## src/rtl/mem_store_unit_if.sv

```systemverilog
// Store-unit bus: request/format inputs from control, memory write handshake
// and status back to control.
interface mem_store_unit_if;
   logic        start;
   logic [2:0]  funct3;
   logic [31:0] addr;
   logic [31:0] store_data;
   logic        mem_req;
   logic [31:0] mem_addr;
   logic [31:0] mem_wdata;
   logic [3:0]  mem_be;
   logic        mem_ack;
   logic        busy;
   logic        done;
   logic [1:0]  err_code;

   // Environment side: control FSM plus data memory.
   modport master (
      output start, funct3, addr, store_data, mem_ack,
      input  mem_req, mem_addr, mem_wdata, mem_be, busy, done, err_code
   );

   // Store unit side.
   modport slave (
      input  start, funct3, addr, store_data, mem_ack,
      output mem_req, mem_addr, mem_wdata, mem_be, busy, done, err_code
   );
endinterface

```

## src/rtl/mem_store_unit.sv

```systemverilog
// Multi-cycle store path: formats SB/SH/SW data onto byte lanes, runs the
// req/ack write handshake with a timeout, and reports done/err_code to control.
module mem_store_unit #(
   parameter int TIMEOUT = 16,
   parameter int CNT_W   = 5
) (
   input logic              clk,
   input logic              rst_n,
   mem_store_unit_if.slave  bus
);

   typedef enum logic [1:0] {IDLE, REQ, FIN} state_t;

   state_t              r_state;
   state_t              w_next;
   logic [CNT_W-1:0]    r_cnt;
   logic [31:0]         r_addr;
   logic [31:0]         r_wdata;
   logic [3:0]          r_be;
   logic [1:0]          r_err;

   logic                w_illegal;
   logic                w_misal;
   logic                w_fault;
   logic                w_timeout;
   logic                w_accept;
   logic [31:0]         w_wdata;
   logic [3:0]          w_be;
   logic [1:0]          w_err_start;

   // Lane formatting and fault detection for the request presented with start.
   always_comb begin
      w_illegal = 1'b0;
      w_misal   = 1'b0;
      w_wdata   = '0;
      w_be      = '0;
      case (bus.funct3)
         3'b000: begin
            w_wdata = {4{bus.store_data[7:0]}};
            w_be    = 4'b0001 << bus.addr[1:0];
         end
         3'b001: begin
            w_wdata = {2{bus.store_data[15:0]}};
            w_be    = bus.addr[1] ? 4'b1100 : 4'b0011;
            w_misal = bus.addr[0];
         end
         3'b010: begin
            w_wdata = bus.store_data;
            w_be    = 4'b1111;
            w_misal = |bus.addr[1:0];
         end
         default: w_illegal = 1'b1;
      endcase
      if (w_illegal || w_misal) begin
         w_wdata = '0;
         w_be    = '0;
      end
   end

   assign w_fault     = w_illegal | w_misal;
   assign w_err_start = w_illegal ? 2'b11 : (w_misal ? 2'b01 : 2'b00);
   assign w_timeout   = (r_cnt == CNT_W'(TIMEOUT - 1));
   assign w_accept    = (r_state == IDLE) && bus.start;

   always_ff @(posedge clk or negedge rst_n) begin
      if (!rst_n) r_state <= IDLE;
      else        r_state <= w_next;
   end

   // Next state and state-decoded outputs; ack beats a coincident timeout.
   always_comb begin
      w_next       = r_state;
      bus.mem_req  = 1'b0;
      bus.busy     = 1'b1;
      bus.done     = 1'b0;
      case (r_state)
         IDLE: begin
            bus.busy = 1'b0;
            if (bus.start) w_next = w_fault ? FIN : REQ;
         end
         REQ: begin
            bus.mem_req = 1'b1;
            if (bus.mem_ack || w_timeout) w_next = FIN;
         end
         FIN: begin
            bus.done = 1'b1;
            w_next   = IDLE;
         end
         default: w_next = IDLE;
      endcase
   end

   always_ff @(posedge clk or negedge rst_n) begin
      if (!rst_n) begin
         r_cnt   <= '0;
         r_addr  <= '0;
         r_wdata <= '0;
         r_be    <= '0;
         r_err   <= 2'b00;
      end else begin
         if (r_state == REQ && w_next == REQ) r_cnt <= r_cnt + 1'b1;
         else                                 r_cnt <= '0;

         if (w_accept) begin
            r_addr  <= {bus.addr[31:2], 2'b00};
            r_wdata <= w_wdata;
            r_be    <= w_be;
            r_err   <= w_err_start;
         end else if (r_state == REQ && !bus.mem_ack && w_timeout) begin
            r_err   <= 2'b10;
         end
      end
   end

   assign bus.mem_addr  = r_addr;
   assign bus.mem_wdata = r_wdata;
   assign bus.mem_be    = r_be;
   assign bus.err_code  = r_err;

endmodule

```

## src/flat_wrapper.sv

```systemverilog
// flat-port wrapper written by rule: the top's interface ports become plain ports
module mem_store_unit_flat 
#(
   parameter int TIMEOUT = 16,
   parameter int CNT_W   = 5
)
  (clk, rst_n, bus_start, bus_funct3, bus_addr, bus_store_data, bus_mem_ack, bus_mem_req, bus_mem_addr, bus_mem_wdata, bus_mem_be, bus_busy, bus_done, bus_err_code);
  mem_store_unit_if bus_i ();
  input logic clk;
  input logic rst_n;
  input wire logic [$bits(bus_i.start)-1:0] bus_start;
  input wire logic [$bits(bus_i.funct3)-1:0] bus_funct3;
  input wire logic [$bits(bus_i.addr)-1:0] bus_addr;
  input wire logic [$bits(bus_i.store_data)-1:0] bus_store_data;
  input wire logic [$bits(bus_i.mem_ack)-1:0] bus_mem_ack;
  output wire logic [$bits(bus_i.mem_req)-1:0] bus_mem_req;
  output wire logic [$bits(bus_i.mem_addr)-1:0] bus_mem_addr;
  output wire logic [$bits(bus_i.mem_wdata)-1:0] bus_mem_wdata;
  output wire logic [$bits(bus_i.mem_be)-1:0] bus_mem_be;
  output wire logic [$bits(bus_i.busy)-1:0] bus_busy;
  output wire logic [$bits(bus_i.done)-1:0] bus_done;
  output wire logic [$bits(bus_i.err_code)-1:0] bus_err_code;
  assign bus_i.start = bus_start;
  assign bus_i.funct3 = bus_funct3;
  assign bus_i.addr = bus_addr;
  assign bus_i.store_data = bus_store_data;
  assign bus_i.mem_ack = bus_mem_ack;
  assign bus_mem_req = bus_i.mem_req;
  assign bus_mem_addr = bus_i.mem_addr;
  assign bus_mem_wdata = bus_i.mem_wdata;
  assign bus_mem_be = bus_i.mem_be;
  assign bus_busy = bus_i.busy;
  assign bus_done = bus_i.done;
  assign bus_err_code = bus_i.err_code;
  mem_store_unit #(.TIMEOUT(TIMEOUT), .CNT_W(CNT_W)) u_core (.clk(clk), .rst_n(rst_n), .bus(bus_i));
endmodule
```

## config.mk

```make
export PLATFORM = sky130hd
export DESIGN_NAME = mem_store_unit_flat
export DESIGN_NICKNAME = d
export VERILOG_FILES = /design/src/rtl/mem_store_unit_if.sv /design/src/rtl/mem_store_unit.sv /design/src/flat_wrapper.sv
export SDC_FILE = /design/constraint.sdc
export NUM_CORES = 1
export LEC_CHECK = 0
export BUFFER_PORTS_ARGS = -buffer_cell sky130_fd_sc_hd__buf_2
export CORE_UTILIZATION = 50
export DETAILED_ROUTE_END_ITERATION = 8
export MAX_ROUTING_LAYER = met4
export PLACE_DENSITY = 0.82
export SLEW_MARGIN = 15
export SYNTH_ARGS = -nofsm -noshare
export SYNTH_HDL_FRONTEND = slang
export SYNTH_SLANG_ARGS = --single-unit
```

## constraint.sdc

```tcl
create_clock -name clk -period 2.2 [get_ports clk]
set_input_delay 0.44 -clock clk [delete_from_list [all_inputs] [get_ports clk]]
set_output_delay 0.44 -clock clk [all_outputs]
set_load 0.02 [all_outputs]
```

Word level (Yosys, flattened, before mapping)
Cells that the tools add are included.
{"block": "word_totals", "reg_bits": 75, "wordCells": 46}
{"block": "classes", "add_sub_neg": 1, "eq_ne": 6, "shifts": 1, "n_mux": 19, "bitwise_logic": 1, "reduce_logical": 12}
{"operator": "32-bit case mux with 3 select lines", "n": 1}
{"operator": "32-bit 2-to-1 mux", "n": 1}
{"operator": "2-bit 2-to-1 mux", "n": 6}
{"operator": "4-bit case mux with 3 select lines", "n": 1}
{"operator": "4-bit 2-to-1 mux", "n": 2}
{"operator": "5-bit by 1-bit adder with 5-bit output (second input constant)", "n": 1}
{"operator": "5-bit by 4-bit equality test with 1-bit output (second input constant)", "n": 1}
{"operator": "1-bit 2-to-1 mux", "n": 5}
{"operator": "5-bit 2-to-1 mux", "n": 1}
{"operator": "2-bit by 1-bit equality test with 1-bit output (second input constant)", "n": 2}
{"operator": "1-bit logical AND", "n": 4}
{"operator": "2-bit case mux with 2 select lines", "n": 1}
{"operator": "1-bit by 2-bit << shifter with 4-bit output (first input constant)", "n": 1}
{"operator": "3-bit by 1-bit equality test with 1-bit output (second input constant)", "n": 1}
{"operator": "3-bit by 2-bit equality test with 1-bit output (second input constant)", "n": 1}
{"operator": "3-bit zero test", "n": 1}
{"operator": "3-bit OR reduction", "n": 1}
{"operator": "2-bit equality test (second input constant)", "n": 1}
{"operator": "2-bit zero test", "n": 1}
{"operator": "1-bit logical OR", "n": 2}
{"operator": "1-bit case mux with 2 select lines", "n": 1}
{"operator": "2-bit nonzero test", "n": 1}
{"operator": "2-bit OR reduction", "n": 1}
{"operator": "1-bit zero test", "n": 1}
{"operator": "1-bit OR", "n": 1}

Logic depth before layout (Yosys ltp)
Gate-level depths: netlist (run 1).
{"block": "depth", "word_depth": 10, "ltp_mapped": 6, "depth_no_buf": 6}

Worst setup path after synthesis (run 1)
OpenSTA, ideal clock, no wires.
{"block": "synth_timing", "path_kind": "input to register", "from": "input port bus_addr[0]", "to": "register u_core.r_err[0], in the netlist u_core.bus.err_code[0]", "setup_ns": 0.124, "arrival_ns": 1.444, "t_required_ns": 2.076, "setup_slack_ns": 0.631, "cell_stages": 5, "n_path_buf": 2, "cell_sequence": "buf_2 > o21a_1 > or3_1 > buf_2 > o2bb2ai_1"}
{"block": "synth_between", "elab_chain_cells": 5}
{"element": "start, declared", "line_no": "flat_wrapper.sv:13", "rtl": "input wire logic [$bits(bus_i.addr)-1:0] bus_addr;"}
{"element": "2-bit OR reduction", "line_no": "mem_store_unit.sv:50", "rtl": "w_misal = |bus.addr[1:0];"}
{"element": "1-bit case mux with 2 select lines *", "line_no": "mem_store_unit.sv:37", "rtl": "case (bus.funct3)"}
{"element": "1-bit 2-to-1 mux *", "line_no": "mem_store_unit.sv:61", "rtl": "assign w_err_start = w_illegal ? 2'b11 : (w_misal ? 2'b01 : 2'b00);"}
{"element": "2-bit 2-to-1 mux *", "line_no": "mem_store_unit.sv:61"}
{"element": "2-bit 2-to-1 mux *", "line_no": "mem_store_unit.sv:104", "rtl": "if (w_accept) begin"}
{"element": "end signal, assigned", "line_no": "mem_store_unit.sv:108", "rtl": "r_err <= w_err_start;"}
{"element": "end, declared", "line_no": "mem_store_unit.sv:20", "rtl": "logic [1:0] r_err;"}
Every way passes the cells marked *; elsewhere a longest branch is shown, timed or not.
A chain may end at the register's enable or synchronous reset.

Worst setup path in the final report (run 1)
{"block": "layout_timing", "from": "register u_core.r_state[0]", "to": "output port bus_busy"}
{"block": "layout_between", "elab_chain_cells": 2}
{"element": "start, declared", "line_no": "mem_store_unit.sv:14", "rtl": "state_t r_state;"}
{"element": "start signal, assigned", "line_no": "mem_store_unit.sv:67", "rtl": "else r_state <= w_next;"}
{"element": "2-bit zero test", "line_no": "mem_store_unit.sv:76", "rtl": "case (r_state)"}
{"element": "1-bit 2-to-1 mux", "line_no": "mem_store_unit.sv:76"}
{"element": "end, declared", "line_no": "flat_wrapper.sv:20", "rtl": "output wire logic [$bits(bus_i.busy)-1:0] bus_busy;"}
Every way passes these cells.

==> results of run 1 <==
-- power by group through the flow --
stage	logic [mW]	clock network, mW	registers [mW]
after floorplan	0.351	0	1.94
after global placement	0.971	0	1.70
after detailed placement	0.996	0	1.71
after CTS	0.999	1.06	1.68
after global routing	1.07	1.12	1.70
final	0.988	1.03	1.68
-- path summary, 6_finish.rpt --
kind,start,to,slack (ns),cells past startpoint
max reg2reg,u_core.r_state[0]$_DFF_PN0_,u_core.bus.mem_be[2]$_DFFE_PN0P_,0.52,3
max in group asynchronous,rst_n,u_core.bus.mem_addr[18]$_DFFE_PN0P_,1.54,2
min in group clk,bus_addr[8],u_core.bus.mem_addr[8]$_DFFE_PN0P_,0.29,3
min reg2reg,u_core.r_cnt[0]$_DFF_PN0_,u_core.r_cnt[0]$_DFF_PN0_,0.46,1
min,rst_n,u_core.bus.mem_wdata[16]$_DFFE_PN0P_,0.08,1
max,u_core.r_state[0]$_DFF_PN0_,bus_busy,0.47,2
-- logic make-up (layout without fill, tap and decap cells) --
kind of cell / Yosys count / count (layout) / share of synthesized area (%)
and+or+nand+nor: 163 / 163 / 21.02
DFF: 75 / 75 / 54.64
AOI/OAI and AO/OA: 64 / 64 / 13.19
buffers and inverters: 36 / 175 / 4.590
muxes: 17 / 17 / 4.954
xor gates and xnor gates: 3 / 3 / 0.7652
adders and majority gates: 2 / 2 / 0.7285
other: 1 / 2 / 0.1092
-- routing by layer --
| layer | GRT usage [%] | wire length, microns | part of all wire (%) | vias to the layer above |
|---|---|---|---|---|
| li1 | - | - | - | 1478 |
| met1 | 32.88 | 3696 | 44 | 1441 |
| met2 | 40.43 | 4235 | 50 | 97 |
| met3 | 3.502 | 432 | 5.1 | 8 |
| met4 | 8.783 | 100 | 1.2 | 0 |
| met5 | - | 0 | 0 | - |
-- per-stage QoR --
stage / std cells / setup slack [ns] / total power [mW]
2_1_floorplan: 362 / 0.6312 / 2.294
3_3_place_gp: 562 / 0.4612 / 2.672
3_5_place_dp: 562 / 0.3945 / 2.701
4_1_cts: 578 / 0.4638 / 3.735
5_1_grt: 578 / 0.3920 / 3.895
6_report: 578 / 0.4733 / 3.699
-- registers in the layout (all words and copies together), names as in the netlist --
| signal | flops |
|---|---|
| u_core.r_cnt | 5 |
| u_core.bus.mem_wdata | 32 |
| u_core.r_state | 2 |
| u_core.bus.mem_be | 4 |
| u_core.bus.err_code | 2 |
| u_core.bus.mem_addr | 30 |
-- critical path, delay by kind of cell, from the launching register on --
kind | cells | cell delay (ns)
and+or+nand+nor | 1 | 0.32
DFF | 1 | 0.47
buffers and inverters | 1 | 0.16
-- synth_stat cells, drive strengths merged (2+ instances only) --
master / count / area share [%]
nor2: 5 / 0.55
a22o: 16 / 4.4
xor2: 2 / 0.51
mux2i: 17 / 5.0
a21oi: 3 / 0.44
buf: 10 / 1.7
o21a: 2 / 0.44
o41ai: 2 / 0.51
or3b: 2 / 0.51
inv: 10 / 1.1
o21ai: 27 / 3.9
and2b: 2 / 0.44
nand3b: 10 / 2.2
nor3: 3 / 0.77
dfrtp: 75 / 55
and3: 2 / 0.36
clkbuf: 15 / 1.6
o221ai: 7 / 1.8
nand2: 129 / 14
ha: 2 / 0.73
nand3: 3 / 0.44
-- cell type report --
type | instances | area (sq um)
fill | 542 | 2090
sequential | 75 | 1877
multi-input combinational | 251 | 1410
timing repair buffer | 148 | 785.8
clock buffer | 11 | 131.4
tap | 77 | 96.34
clock inverter | 5 | 63.81
inverter | 11 | 41.29
==> reports/metrics.cfg, run 1 <==
[worst_setup_path]
criticalPathCategory=reg2out
cp.required_ns=1.76
crit_chain=or2_2 > buf_2
worst_path_max_delay_cell=dfrtp_1
critPathMaxFanout=8
cp_data_arrival_time_ns=1.29
cp-end-kind=output pin
slowest_delay_ns=0.47
start_kind=flip-flop

[placement]
gp_congestion=0.8638
post_dp_cell_area_sq_um=4210
dpl.hpwl_mm=6.147
portBuffers=141

[power]
worst_ir_drop_vdd_mv=0.4475
p_leak_nw=2.457
p_clk_share_pct=27.9
internal_power_mw=2.452
combinationalPowerShare_pct=26.7
power_density_nw_per_um2=839.6
p_switching_mw=1.247
p_sw_share_pct=33.71
power_frac_seq_pct=45.4

[synth]
netlist_area_sq_um=3435
ys_ff_latch=75
synth_edf_count=0
synth.distinct_cells=45
synth_seq_area_share_pct=54.64
async_flop_share_pct=100.0
syn_avg_cell_area_sq_um=9.514
yosys_warnings=0
synth_flop_cell=dfrtp_1
synthCells=361

[grt]
grt_usage_pct=25.10
grt_max_degree=72
antenna_found_initial=0
overflow=0
grt_pass1_vias=2876
grt_pass1_wl_mm=13.75

[cts]
path_clk_slew_ns=0.08
cts_hold_buffers=0
cts_resized=0
htree_levels=3
cts_tree=done
clock_path_buffers=2
cts_root_buffer=clkbuf_8
clock_latency_ns=0.33
cts_buffers=9
cts.sinks=75
post_cts_buffers=0

[floorplanning]
chipHeight_microns=84.88
die_w_microns=84.88
initial_core_util_pct=52.88
ios=144
die-area_sq_um=7205
placement_rows=29
core_sq_um=6495

[route]
drc_errors=10
viasPerCell=5.232
drt-initial-drc-count=196
wl_per_cell_microns=14.65
first_pass_iters=6
vias=3024
wirelength_mm=8.465
antenna_left=0

[min_path]
hold_path_class=in2async

[timing]
fin_skew_ns=0.006637
maxSlewViolCount=0
tightest_slew_ns=0.5366
rsz0062_at_grt=false
max_slew_margin_pct=64.23
setup_viol=0
fin_crit_ns=1.727
clock.fmax_mhz=579.1
hold_viol_final=0
holdWs_ns=0.07809
tns_ns=0
fin_crit_sh_pct=78.49

[finish]
final_cell_mix=140 x buf_2, 129 x nand2_1, 75 x dfrtp_1, 26 x o21ai_0, 17 x mux2i_1
stdcell_area_sq_um=4405
syn_to_final_growth_pct=28.27
antenna_cells=0
nNetsFinal=569
final_layout_size_suffix_gt1_share_pct=35.53
final_common_cell=buf_2
final_util_pct=67.83

[run_status]
status=finished with violations
violations=DRC

[run]
cap_violations=0

Note: power is estimated with default switching activity, not from simulation.
==> run 2: changes to the inputs <==
--- a/config.mk
+++ b/config.mk
@@ -5,11 +5,12 @@
 export SDC_FILE = /design/constraint.sdc
 export NUM_CORES = 1
 export LEC_CHECK = 0
+export ABC_AREA = 1
 export BUFFER_PORTS_ARGS = -buffer_cell sky130_fd_sc_hd__buf_2
-export CORE_UTILIZATION = 50
+export CORE_UTILIZATION = 48
 export DETAILED_ROUTE_END_ITERATION = 8
 export MAX_ROUTING_LAYER = met4
-export PLACE_DENSITY = 0.82
+export PLACE_DENSITY = 0.79
 export SLEW_MARGIN = 15
 export SYNTH_ARGS = -nofsm -noshare
 export SYNTH_HDL_FRONTEND = slang
==> constraint.sdc (replaced) <==
create_clock -name clk -period 1.6 [get_ports clk]
set_input_delay 0.32 -clock clk [delete_from_list [all_inputs] [get_ports clk]]
set_output_delay 0.32 -clock clk [all_outputs]
set_load 0.02 [all_outputs]
==> run 2 against run 1 <==
Clock-buffer cell count is 1 lower. Non-clock buffer count up 11. Critical endpoint is now bus_mem_req. Die area increased by 7.3%. The run now ends clean.
==> reports/metrics.cfg, run 2 <==
[run_status]
status=finished clean  ; was finished with violations

[timing]
setup_slack_ns=0.08778  ; was 0.4733 ns
max_slew_margin_pct=65.65  ; was 64.23%
fin_crit_ns=1.512
fin_crit_sh_pct=94.51
clock.fmax_mhz=661.3
setup_viol=0  ; unchanged
maxSlewViolCount=0  ; unchanged
fin_skew_ns=0.01322  ; was 0.006637 ns
tns_ns=0  ; unchanged
rsz0062_at_grt=false  ; unchanged
hold_viol_final=0  ; unchanged
tightest_slew_ns=0.5152  ; was 0.5366 ns
holdWs_ns=0.1623  ; was 0.07809 ns

[worst_setup_path]
worstReg2RegStart=u_core.r_cnt[0]$_DFF_PN0_  ; was u_core.r_state[0]$_DFF_PN0_
reg2regPathDepth=7  ; was 3
slowest_delay_ns=0.39  ; was 0.47 ns
cp.required_ns=1.28  ; was 1.76 ns
criticalPathCategory=reg2out  ; unchanged
critPathMaxFanout=3  ; was 8
r2r-end=u_core.r_cnt[2]$_DFF_PN0_  ; was u_core.bus.mem_be[2]$_DFFE_PN0P_
crit_chain=inv_1 > nor2_1 > buf_2  ; was or2_2 > buf_2
cp_data_arrival_time_ns=1.19  ; was 1.29 ns
cp-end-kind=output pin  ; unchanged
start_kind=flip-flop  ; unchanged
r2r_slack_ns=0.15  ; was 0.52 ns
worst_path_max_delay_cell=dfrtp_1  ; unchanged

[cts]
cts_root_buffer=clkbuf_8  ; unchanged
path_clk_slew_ns=0.08  ; about the same
cts_buffers=9  ; unchanged
cts.sinks=75  ; unchanged
htree_levels=3  ; unchanged
cts_tree=done  ; unchanged
clock_latency_ns=0.35  ; was 0.33 ns
clock_path_buffers=2  ; unchanged
post_cts_buffers=0  ; unchanged

[power]
design_power_total_mw=5.274  ; was 3.699 mW
worst_ir_drop_vdd_mv=0.6742  ; was 0.4475 mV
power_frac_seq_pct=43.5  ; was 45.4%
p_switching_mw=1.754  ; was 1.247 mW
p_clk_share_pct=30.4  ; was 27.9%
power_density_nw_per_um2=1147  ; was 839.6 nW/um^2
p_sw_share_pct=33.25  ; was 33.71%
combinationalPowerShare_pct=26.1  ; was 26.7%
p_leak_nw=2.754  ; was 2.457 nW
internal_power_mw=3.521  ; was 2.452 mW

[synth]
yosysMostFrequentCell=nand2_1  ; unchanged
synth_top_area_share_pct=52.98  ; was 54.64%
synth.distinct_cells=22  ; was 45
yosys_warnings=0  ; unchanged
ys_top_cells_by_count=185 x nand2_1, 115 x nand3_1, 75 x dfrtp_1  ; was 129 x nand2_1, 75 x dfrtp_1, 26 x o21ai_0
synth_seq_area_share_pct=52.98  ; was 54.64%
ys_ff_latch=75  ; unchanged
async_flop_share_pct=100.0  ; unchanged
yosysTopAreaCell=dfrtp_1  ; unchanged
synthCells=442  ; was 361
syn_avg_cell_area_sq_um=8.014  ; was 9.514 sq um
synth_edf_count=0  ; unchanged
synth_flop_cell=dfrtp_1  ; unchanged
synth_area_leaders=dfrtp_1 53%, nand2_1 20%, nand3_1 16%  ; was dfrtp_1 55%, nand2_1 14%, mux2i_1 5.0%
netlist_area_sq_um=3542  ; was 3435 sq um

[finish]
stdcell_area_sq_um=4597  ; was 4405 sq um
final_common_cell=nand2_1  ; was buf_2
final_util_pct=66.20  ; was 67.83%
antenna_cells=0  ; unchanged
largest_register_ff_count=32  ; unchanged
fin_cells=684  ; was 578
fill_cells=590  ; was 542
nNetsFinal=657  ; was 569
final_cell_mix=185 x nand2_1, 140 x buf_2, 114 x nand3_1, 75 x dfrtp_1, 15 x buf_4  ; was 140 x buf_2, 129 x nand2_1, 75 x dfrtp_1, 26 x o21ai_0, 17 x mux2i_1
final_layout_size_suffix_gt1_share_pct=31.12  ; was 35.53%
syn_to_final_growth_pct=29.78  ; was 28.27%

[grt]
grt_pass1_vias=3173  ; was 2,876
grt_usage_pct=26.36  ; was 25.10%
grt_pass1_wl_mm=14.95  ; was 13.75 mm
antenna_found_initial=0  ; unchanged
overflow=0  ; unchanged
grt_max_degree=76  ; was 72

[placement]
place_ws_ns=0.02410  ; was 0.3945 ns
placed_cells=668  ; was 562
gp_congestion=0.9333  ; was 0.8638
dpl.hpwl_mm=6.689  ; was 6.147 mm
portBuffers=141  ; unchanged
post_dp_cell_area_sq_um=4359  ; was 4210 sq um

[min_path]
min_to=u_core.bus.mem_addr[6]$_DFFE_PN0P_
hold_start=bus_addr[6]
min_path_cells=3
hold_path_class=in2reg  ; was in2async

[floorplanning]
die-area_sq_um=7727  ; was 7205 sq um
ios=144  ; unchanged
chipHeight_microns=87.91  ; was 84.88 microns
die_w_microns=87.91  ; was 84.88 microns
placement_rows=30  ; was 29
initial_core_util_pct=51.01  ; was 52.88%
core_sq_um=6944  ; was 6495 sq um

[route]
vias=3462  ; was 3,024
viasPerCell=5.061  ; was 5.232
drc_errors=0  ; was 10
antenna_left=0  ; unchanged
wirelength_mm=9.391  ; was 8.465 mm
wl_per_cell_microns=13.73  ; was 14.65 microns
drt-initial-drc-count=295  ; was 196
first_pass_iters=5  ; was 6

[run]
cap_violations=0  ; unchanged

## run 2: logic make-up (layout without fill, tap and decap cells)
family | Yosys count | count (layout) | share of synthesized area [%]
adder cells (fa/ha/maj) | 2 | 2 | 0.7064
flip-flops | 75 | 75 | 52.98
other | 1 | 2 | 0.1059
XOR/XNOR | 1 | 1 | 0.2473
buffers and inverters | 42 | 187 | 6.464
AND/OR/NAND/NOR | 319 | 319 | 39.07
AO/OA/AOI/OAI | 2 | 2 | 0.4240
## run 2: worst max-delay path, delay by kind of cell (launching register included)
| family | cells | cell delay, ns |
|---|---|---|
| flops | 1 | 0.39 |
| buf+inv | 2 | 0.30 |
| simple gates | 1 | 0.17 |
## run 2: cell type report
| class | count | area (sq um) | area share, % |
|---|---|---|---|
| multi-input combinational | 326 | 1453 | 31.60 |
| clock buffer | 10 | 137.6 | 2.994 |
| inverter | 13 | 48.80 | 1.062 |
| sequential | 75 | 1877 | 40.83 |
| timing repair buffer | 159 | 883.3 | 19.22 |
| clock inverter | 5 | 77.57 | 1.688 |
| tap | 96 | 120.1 | 2.613 |
## run 2: how the worst max path moves through the flow
stage,start,endpoint,slack [ns],depth (start not counted)
after floorplan,u_core.r_cnt[0]$_DFF_PN0_,u_core.r_cnt[2]$_DFF_PN0_,0.19,7
after global placement,u_core.r_cnt[0]$_DFF_PN0_,u_core.r_cnt[2]$_DFF_PN0_,0.12,7
after detailed placement,u_core.r_cnt[0]$_DFF_PN0_,u_core.r_cnt[2]$_DFF_PN0_,0.02,7
after CTS,u_core.r_cnt[0]$_DFF_PN0_,u_core.r_cnt[2]$_DFF_PN0_,0.03,7
after global routing,u_core.r_cnt[0]$_DFF_PN0_,u_core.r_cnt[2]$_DFF_PN0_,0.008,7
final,u_core.r_state[0]$_DFF_PN0_,bus_mem_req,0.09,3
## run 2: what timing repair did
action,in CTS,in global routing
setup endpoints to repair,0,6
endpoints found under the hold margin,11,0
gates resized for setup,0,3
hold buffers,1,0
## run 2: metal layers
layer  GRT usage (%)  up-vias  part of all wire, %
met5               -        -                    0
met1           35.30     1615                   45
met2           39.61      133                   48
met4           9.687        0                  1.6
li1                -     1701                    -
met3           5.372       13                  5.5
## run 2: power by group through the flow
stage	sequential, mW	combinational [mW]	clock [mW]
CTS	2.29	1.39	1.63
finish	2.29	1.38	1.60
global route	2.32	1.52	1.71
floorplan	2.64	0.510	0
detailed placement	2.32	1.39	0
global placement	2.32	1.36	0
==> run 3: changes to the inputs <==
--- a/config.mk
+++ b/config.mk
@@ -7,10 +7,13 @@
 export LEC_CHECK = 0
 export ABC_AREA = 1
 export BUFFER_PORTS_ARGS = -buffer_cell sky130_fd_sc_hd__buf_2
+export CORE_MARGIN = 3
 export CORE_UTILIZATION = 48
+export CTS_CLUSTER_SIZE = 20
 export DETAILED_ROUTE_END_ITERATION = 8
 export MAX_ROUTING_LAYER = met4
 export PLACE_DENSITY = 0.79
+export RECOVER_POWER = 25
 export SLEW_MARGIN = 15
 export SYNTH_ARGS = -nofsm -noshare
 export SYNTH_HDL_FRONTEND = slang
==> run 3 against run 2 <==
Sequential share of layout area grew 0.30 points. Sequential power is essentially flat. Clock power shrank 10%. Register-to-register slack lost 0.05 ns. Via count grew 1.0%. Combinational power is essentially flat. First-iteration DRC count shrank 11%. Routed wire length grew 2.3%. Cell count grew 0.15%. Cell area shrank 0.73%. Setup slack gained 0.015 ns. Critical path type is now reg2reg. Largest cell class unchanged. Highest routed layer unchanged.
==> reports/metrics.cfg, run 3 (synthesized netlist as in run 2, its figures left out) <==
[worst_setup_path]
criticalPathCategory=reg2reg  ; was reg2out
critPathMaxFanout=6  ; was 3
start_kind=flip-flop  ; unchanged
cp-end-kind=flip-flop  ; was output pin
cp.required_ns=1.87  ; was 1.28 ns
cp_data_arrival_time_ns=1.77  ; was 1.19 ns

[timing]
clock.fmax_mhz=667.8  ; was 661.3 MHz
holdWs_ns=0.1591  ; was 0.1623 ns
setup_viol=0  ; unchanged
max_slew_margin_pct=61.87  ; was 65.65%
maxSlewViolCount=0  ; unchanged
fin_crit_ns=1.497  ; was 1.512 ns
fin_skew_ns=0.006950  ; was 0.01322 ns
hold_viol_final=0  ; unchanged
fin_crit_sh_pct=93.59  ; was 94.51%
tightest_slew_ns=0.5720  ; was 0.5152 ns

[finish]
final_cell_mix=185 x nand2_1, 140 x buf_2, 114 x nand3_1, 75 x dfrtp_1, 15 x buf_4  ; unchanged
final_common_cell=nand2_1  ; unchanged
fill_cells=623  ; was 590
syn_to_final_growth_pct=28.82  ; was 29.78%
stdcell_area_sq_um=4563  ; was 4597 sq um
largest_register_ff_count=32  ; unchanged
final_layout_size_suffix_gt1_share_pct=31.24  ; was 31.12%
nNetsFinal=658  ; was 657
antenna_cells=0  ; unchanged
fin_cells=685  ; was 684

[route]
antenna_left=0  ; unchanged
vias=3497  ; was 3,462
wl_met2_mm=4.627  ; was 4.538 mm
wirelength_mm=9.611  ; was 9.391 mm
top_layer_used=met4  ; unchanged
first_pass_iters=6  ; was 5
wl_met1_mm=4.162  ; was 4.191 mm
drc_errors=0  ; unchanged
wl_per_cell_microns=14.03  ; was 13.73 microns
met3WireLength_microns=629  ; was 515 microns
drt-initial-drc-count=262  ; was 295
viasPerCell=5.105  ; was 5.061

[floorplanning]
placement_rows=30  ; unchanged
chipHeight_microns=91.91  ; was 87.91 microns
core_sq_um=6982  ; was 6944 sq um
initial_core_util_pct=50.73  ; was 51.01%
ios=144  ; unchanged
die-area_sq_um=8447  ; was 7727 sq um
die_w_microns=91.91  ; was 87.91 microns

[placement]
gp_congestion=0.8875  ; was 0.9333
portBuffers=141  ; unchanged
placed_cells=669  ; was 668
dpl.hpwl_mm=6.987  ; was 6.689 mm
post_dp_cell_area_sq_um=4354  ; was 4359 sq um

[power]
p_clk_share_pct=28.2  ; was 30.4%
power_density_nw_per_um2=1117  ; was 1147 nW/um^2
p_switching_mw=1.780  ; was 1.754 mW
p_sw_share_pct=34.91  ; was 33.25%
power_frac_seq_pct=44.9  ; was 43.5%
combinationalPowerShare_pct=26.9  ; was 26.1%
p_leak_nw=2.729  ; was 2.754 nW
design_power_total_mw=5.098  ; was 5.274 mW
worst_ir_drop_vdd_mv=0.7332  ; was 0.6742 mV
internal_power_mw=3.318  ; was 3.521 mW

[cts]
path_clk_slew_ns=0.08  ; about the same
clock_latency_ns=0.34  ; was 0.35 ns
htree_levels=3  ; unchanged
cts_tree=done  ; unchanged
cts_root_buffer=clkbuf_8  ; unchanged
cts_buffers=9  ; unchanged
cts.sinks=75  ; unchanged
clock_path_buffers=2  ; unchanged

[grt]
grt_max_degree=51  ; was 76
overflow=0  ; unchanged
grt_pass1_wl_mm=15.72  ; was 14.95 mm
grt_usage_pct=23.92  ; was 26.36%
antenna_found_initial=0  ; unchanged
grt_pass1_vias=3305  ; was 3,173

[run_status]
status=finished clean  ; unchanged

[run]
cap_violations=0  ; unchanged

[min_path]
hold_path_class=in2reg  ; unchanged

## run 3: final timing paths
| kind | startpoint | end | slack, ns | cells after the start |
|---|---|---|---|---|
| max | u_core.r_cnt[0]$_DFF_PN0_ | u_core.r_cnt[2]$_DFF_PN0_ | 0.10 | 7 |
| min | bus_addr[20] | u_core.bus.mem_addr[20]$_DFFE_PN0P_ | 0.16 | 3 |
| max reg2reg | u_core.r_cnt[0]$_DFF_PN0_ | u_core.r_cnt[2]$_DFF_PN0_ | 0.10 | 7 |
| min reg2reg | u_core.bus.mem_addr[30]$_DFFE_PN0P_ | u_core.bus.mem_addr[30]$_DFFE_PN0P_ | 0.48 | 2 |
| max in group asynchronous | rst_n | u_core.bus.mem_wdata[24]$_DFFE_PN0P_ | 0.24 | 3 |
| min in group asynchronous | rst_n | u_core.bus.mem_wdata[12]$_DFFE_PN0P_ | 0.44 | 2 |
## run 3: cell type report
cell class	instances	area (sq um)	area share [%]
clock buffer	9	123.9	2.715
clock inverter	6	66.31	1.453
inverter	13	48.80	1.069
multi-input combinational	326	1455	31.89
sequential	75	1877	41.13
tap	96	120.1	2.632
timing repair buffer	160	872.1	19.11
## run 3: per-layer routing
metal | up-vias | track usage (%)
met5 | - | -
met4 | 0 | 8.540
met3 | 26 | 2.871
met2 | 142 | 37.35
met1 | 1622 | 32.56
li1 | 1707 | -
## run 3: metrics by stage
stage	TNS (ns)	utilization, %	worst slack, ns
floorplan	0	-	0.1914
global placement	0	62.37	0.1351
detailed placement	0	62.37	0.01360
CTS	0	65.30	0.03680
global route	-0.04720	65.36	-0.02591
finish	0	65.36	0.1025
## run 3: power groups by stage
stage	combinational [mW]	clock, mW	sequential (mW)
after floorplan	0.510	0	2.64
after global placement	1.36	0	2.31
after detailed placement	1.38	0	2.32
after CTS	1.39	1.44	2.29
after global routing	1.51	1.53	2.32
final	1.37	1.44	2.29
## run 3: worst max-delay path, cell delays in order (launching register included)
cell and delay (ns):
dfrtp_1 0.41, ha_1 0.22, nand2_1 0.09, nor2_1 0.04, ha_1 0.19, nor2_2 0.15
nand3_2 0.14, nor3b_2 0.18
## run 3: repair_timing
item | 4_1_cts | 5_1_grt
gates resized for setup | 1 | 3
pin swaps | 0 | 0
hold endpoints to repair | 5 | 0
endpoints found under the setup margin | 1 | 4
setup buffers | 0 | 0
hold buffers | 1 | 0
